===== src/rtl/mul8_seq_ctrl_if.sv =====
// rtl/mul8_seq_ctrl_if.sv - operand/result handshake bundle for mul8_seq_ctrl
//
// Signals:
//   in_valid  : operand pair offered (master -> slave)
//   in_ready  : slave accepts operands this cycle (slave -> master)
//   in_a      : 8-bit unsigned multiplicand (master -> slave)
//   in_b      : 8-bit unsigned multiplier (master -> slave)
//   out_valid : result available (slave -> master)
//   out_ready : master takes result this cycle (master -> slave)
//   out_p     : 16-bit unsigned product (slave -> master)
// Modports: master (operand source / result sink), slave (the controller).

interface mul8_seq_ctrl_if;
    logic        in_valid;
    logic        in_ready;
    logic [7:0]  in_a;
    logic [7:0]  in_b;
    logic        out_valid;
    logic        out_ready;
    logic [15:0] out_p;

    modport master (
        output in_valid, in_a, in_b, out_ready,
        input  in_ready, out_valid, out_p
    );

    modport slave (
        input  in_valid, in_a, in_b, out_ready,
        output in_ready, out_valid, out_p
    );
endinterface


===== src/rtl/mul8_seq_ctrl.sv =====
// rtl/mul8_seq_ctrl.sv - 8x8 unsigned multiply sequenced over a shared 4x4 multiplier
//
// Ports:
//   clk      : single clock, all state updates on the rising edge
//   rst_n    : asynchronous active-low reset
//   io       : mul8_seq_ctrl_if.slave operand/result handshake
//   busy     : high whenever the controller is not idle
//   mul_lhs  : nibble driven to the shared 4x4 multiplier
//   mul_rhs  : nibble driven to the shared 4x4 multiplier
//   mul_prod : combinational mul_lhs*mul_rhs returned by the shared multiplier
//
// Configuration macro:
//   MUL_SEQ_EARLY_EXIT_EN : when defined, an operation whose multiplier has a
//                           zero upper nibble finishes after two steps instead
//                           of four; the product is the same either way.

module mul8_seq_ctrl (
    input  logic               clk,
    input  logic               rst_n,
    mul8_seq_ctrl_if.slave     io,
    output logic               busy,
    output logic [3:0]         mul_lhs,
    output logic [3:0]         mul_rhs,
    input  logic [7:0]         mul_prod
);

    typedef enum logic [1:0] {
        IDLE = 2'd0,
        MUL  = 2'd1,
        DONE = 2'd2
    } state_t;

    state_t      state;
    logic [1:0]  k;
    logic [7:0]  a;
    logic [7:0]  b;
    logic [15:0] acc;
    logic [15:0] addend;

    // Partial-product schedule: low x low, high x low, low x high, high x high.
    // The addend is the shared multiplier result placed at its nibble weight.
    always_comb begin
        mul_lhs = 4'h0;
        mul_rhs = 4'h0;
        addend  = 16'h0000;
        if (state == MUL) begin
            case (k)
                2'd0: begin
                    mul_lhs = a[3:0];
                    mul_rhs = b[3:0];
                    addend  = {8'h00, mul_prod};
                end
                2'd1: begin
                    mul_lhs = a[7:4];
                    mul_rhs = b[3:0];
                    addend  = {4'h0, mul_prod, 4'h0};
                end
                2'd2: begin
                    mul_lhs = a[3:0];
                    mul_rhs = b[7:4];
                    addend  = {4'h0, mul_prod, 4'h0};
                end
                default: begin
                    mul_lhs = a[7:4];
                    mul_rhs = b[7:4];
                    addend  = {mul_prod, 8'h00};
                end
            endcase
        end
    end

    always_ff @(posedge clk or negedge rst_n) begin
        if (!rst_n) begin
            state <= IDLE;
            k     <= 2'd0;
            a     <= 8'h00;
            b     <= 8'h00;
            acc   <= 16'h0000;
        end else begin
            case (state)
                IDLE: begin
                    if (io.in_valid) begin
                        a     <= io.in_a;
                        b     <= io.in_b;
                        acc   <= 16'h0000;
                        k     <= 2'd0;
                        state <= MUL;
                    end
                end
                MUL: begin
                    // Worst case sum is 0xFE01, so the 16-bit add never wraps.
                    acc <= acc + addend;
                    k   <= k + 2'd1;
                    if (k == 2'd3) begin
                        state <= DONE;
                    end
`ifdef MUL_SEQ_EARLY_EXIT_EN
                    // Steps 2-3 multiply by b[7:4]; when it is zero they add nothing.
                    else if (k == 2'd1 && b[7:4] == 4'h0) begin
                        state <= DONE;
                    end
`else
`endif
                end
                DONE: begin
                    if (io.out_ready) begin
                        state <= IDLE;
                    end
                end
                default: begin
                    state <= IDLE;
                end
            endcase
        end
    end

    assign io.in_ready  = (state == IDLE);
    assign io.out_valid = (state == DONE);
    assign io.out_p     = acc;
    assign busy         = (state != IDLE);

endmodule


===== src/flat_wrapper.sv =====
// flat-port wrapper written by rule: the top's interface ports become plain ports
module mul8_seq_ctrl_flat 
  (clk, rst_n, busy, mul_lhs, mul_rhs, mul_prod, io_in_valid, io_in_a, io_in_b, io_out_ready, io_in_ready, io_out_valid, io_out_p);
  mul8_seq_ctrl_if io_i ();
  input  logic clk;
  input  logic rst_n;
  output logic busy;
  output logic [3:0] mul_lhs;
  output logic [3:0] mul_rhs;
  input  logic [7:0] mul_prod;
  input wire logic [$bits(io_i.in_valid)-1:0] io_in_valid;
  input wire logic [$bits(io_i.in_a)-1:0] io_in_a;
  input wire logic [$bits(io_i.in_b)-1:0] io_in_b;
  input wire logic [$bits(io_i.out_ready)-1:0] io_out_ready;
  output wire logic [$bits(io_i.in_ready)-1:0] io_in_ready;
  output wire logic [$bits(io_i.out_valid)-1:0] io_out_valid;
  output wire logic [$bits(io_i.out_p)-1:0] io_out_p;
  assign io_i.in_valid = io_in_valid;
  assign io_i.in_a = io_in_a;
  assign io_i.in_b = io_in_b;
  assign io_i.out_ready = io_out_ready;
  assign io_in_ready = io_i.in_ready;
  assign io_out_valid = io_i.out_valid;
  assign io_out_p = io_i.out_p;
  mul8_seq_ctrl u_core (.clk(clk), .rst_n(rst_n), .io(io_i), .busy(busy), .mul_lhs(mul_lhs), .mul_rhs(mul_rhs), .mul_prod(mul_prod));
endmodule

===== config.mk =====
export PLATFORM = sky130hd
export DESIGN_NAME = mul8_seq_ctrl_flat
export DESIGN_NICKNAME = d
export VERILOG_FILES = /design/src/rtl/mul8_seq_ctrl_if.sv /design/src/rtl/mul8_seq_ctrl.sv /design/src/flat_wrapper.sv
export SDC_FILE = /design/constraint.sdc
export NUM_CORES = 1
export LEC_CHECK = 0
export CORE_UTILIZATION = 47
export DETAILED_ROUTE_END_ITERATION = 6
export PLACE_DENSITY_LB_ADDON = 0.15
export SYNTH_ARGS = -nofsm -noshare
export SYNTH_HDL_FRONTEND = slang
export SYNTH_SLANG_ARGS = --single-unit

===== constraint.sdc =====
create_clock -name clk -period 7.88 [get_ports clk]
set_clock_uncertainty 0.05 [all_clocks]
set_input_delay 1.576 -clock clk [delete_from_list [all_inputs] [get_ports clk]]
set_output_delay 1.576 -clock clk [all_outputs]
set_load 0.01 [all_outputs]

==> run metrics <==
run status=complete, no violations; Avg Vias per Cell=5.60; fin nets=370; post-synth top area cell=dfrtp_1; cells along the critical path=inv_1, ha_1, nor2_1, nand2_1, a21oi_1, clkdlybuf4s50_1; syn nets=323; largest net degree at the start of global routing=38; ys async rst share=100%; Critical Path Max Stage Delay=0.56 ns; TritonRoute pass-1 iters=4; first-pass GRT wire length=9.56 mm; Filler Cells Inserted=433; FP Rows=25; footprint of the multi-input gates=1460 um2; port bufs=54; Final WS setup=3.94 ns; setup TNS=0 ns; CP endpoint kind=output pin; Critical Path Source Type=register; Yosys reg bits=36; final setup vio count=0; worst hold slack=0.454 ns; Pwr per Cell Area=435 nW/um2; dpl ws=3.72 ns; CP delay by family, top=buffers and inverters; Worst-Skew Late Latency=0.29 ns; actual slew at the worst max-slew pin=1.21 ns; Layout area overhead=27.8%; 1st-iter DRT viols=119; RSZ-0062 raised after global routing=no; Seq/Total Area, Yosys=36.8%; final slew viol count=0; Final ANT Viol Nets=0; Global Route Usage Sum=23.2%; dpl cell area=3020 um2; Rel. slew slack=19.1%; Hold Vio Cnt, Final=0; worst setup path startpoint=u_core.k[0]; HP Start=u_core.a[0]; period utilization=50.0%; leading post-synthesis cells by cell area=dfrtp_1 37%, ha_1 9.7%, mux2_2 7.4%; mapped cell area=2450 um2; number of H-tree levels=2; final core occ=64.2%; DPL Wire Length=4.19 mm; dominant synthesized flop cell=dfrtp_1; Post-Route WL=5.97 mm; die height=74.2 um; maximum VDD drop=0.000188 V; minimum clock period=3.94 ns; CP arrival=2.31 ns; Core Area=4880 um2; Synth cell types=39; yosys warns=0; fmax=0.254 GHz; width of the chip=74.2 um; Min-Delay Path Class=register to register; placed insts=382; I/O pins=55; flop2flop setup slack=4.65 ns; Non-Filler Instances=390; CTS buffer count=5; CTS sink cnt=36; drt wl/cell=15.3 um; CTS tree=done; diodes inserted=0; vias in the first global route=2,056; Via Count=2,185; CP Buf/Inv Count=2; EDFF count, synth=0; critical path type=register to output pin; Setup Fix Bufs, Post-CTS=0; DRC violations left=0; crit-path max FO=18; Starting Density=50.2%; Syn Inst Count=275; number of antenna violations at the first check in global routing=0; total grt overflow=0; syn_area_per_cell=8.91 um2; Reg2Reg Launch Point=u_core.k[0]; Max Cap Violations=0; Critical Path RT=6.25 ns; root buffer cell=clkbuf_8; layout cells sized above 1=9.91%; Total Power=1.36 mW; FF/Latch Area=901 um2; clock-pin slew on the worst setup and hold paths=0.07 ns; hold_buf cts=0; Post-CTS Resized=0; maximum clock path buffer count=2; GP Congestion=0.858; DIE AREA=5510 um2; Yosys top cell area share=36.8%; design area=3130 um2; Worst path slowest cell=clkdlybuf4s50_1; leakage=1.42 nW
[synthesized netlist by cell type (7+ instances only)]
| cell type | instances |
|---|---|
| a21oi_1 | 25 |
| and3_1 | 10 |
| clkbuf_1 | 15 |
| dfrtp_1 | 36 |
| ha_1 | 19 |
| inv_1 | 7 |
| mux2_2 | 16 |
| nand2_1 | 30 |
| nand3_1 | 16 |
| nor2_1 | 16 |
| nor3_1 | 9 |
| o21ai_0 | 23 |
[layout by cell type, fill, tap and decap left out, types with 2 or more instances in the layout]
cell and instances:
nand2b_1 2, nand3_1 16, nand4_1 3, o21a_1 2
a21oi_2 3, o21ai_0 23, nand2_1 30, buf_4 2
o211ai_1 3, clkbuf_8 5, a21o_1 3, nor2b_1 5
mux2_2 16, mux2i_1 2, ha_1 19, o31ai_1 2
a21oi_1 25, a22oi_1 4, and4_1 2, nor3_1 9
inv_1 7, xnor2_1 6, dfrtp_1 36, clkdlybuf4s50_1 53
nor2_1 16, xor2_1 2, and3_1 10
[layer usage]
layer | global-route usage (%) | vias up | part of all wire [%]
met2 | 34.1 | 66 | 44
met4 | 9.01 | 0 | 1.1
li1 | - | 1095 | -
met1 | 33.2 | 1018 | 49
met3 | 5.15 | 6 | 6.4
met5 | 0 | - | 0
[area by class of cell]
cell class                 count  share of cell area (%)
multi-input combinational    216                    46.7
tap                           67                    2.68
inverter                       7                   0.839
clock buffer                   6                    2.32
sequential                    36                    28.8
timing repair buffer          56                    17.6
clock inverter                 2                    1.12
[flip-flops by register name, summed over array words and instances, names as in the netlist]
| name | cells |
|---|---|
| u_core.a | 8 |
| u_core.b | 8 |
| u_core.io.out_p | 16 |
| u_core.k | 2 |
| u_core.state | 2 |
[cell families (layout without fill, tap and decap cells)]
kind of cell | Yosys count | count (layout) | synth area share (%)
simple gates | 96 | 96 | 18.8
compound gates | 74 | 74 | 19.3
flops | 36 | 36 | 36.8
buf+inv | 23 | 71 | 3.57
fa+ha+maj | 20 | 20 | 10.5
mux | 18 | 18 | 8.17
xor+xnor | 8 | 8 | 2.86
[path summary, 6_finish.rpt]
| check | to | cells after the start |
|---|---|---|
| setup / recovery | mul_rhs[1] | 6 |
| hold / removal | u_core.a[0] | 1 |
| setup reg to reg | u_core.io.out_p[11] | 11 |
| hold reg to reg | u_core.a[0] | 1 |
| max in group asynchronous | u_core.b[0] | 1 |
| min in group asynchronous | u_core.io.out_p[11] | 1 |
[report_power, final]
part	leakage, nW	switching [mW]	internal, mW	total (mW)
logic	0.922	0.467	0.395	0.862
registers	0.444	0.0616	0.274	0.336
clock network	0.0552	0.0696	0.0940	0.164
Note: power is estimated with default switching activity, not from simulation.
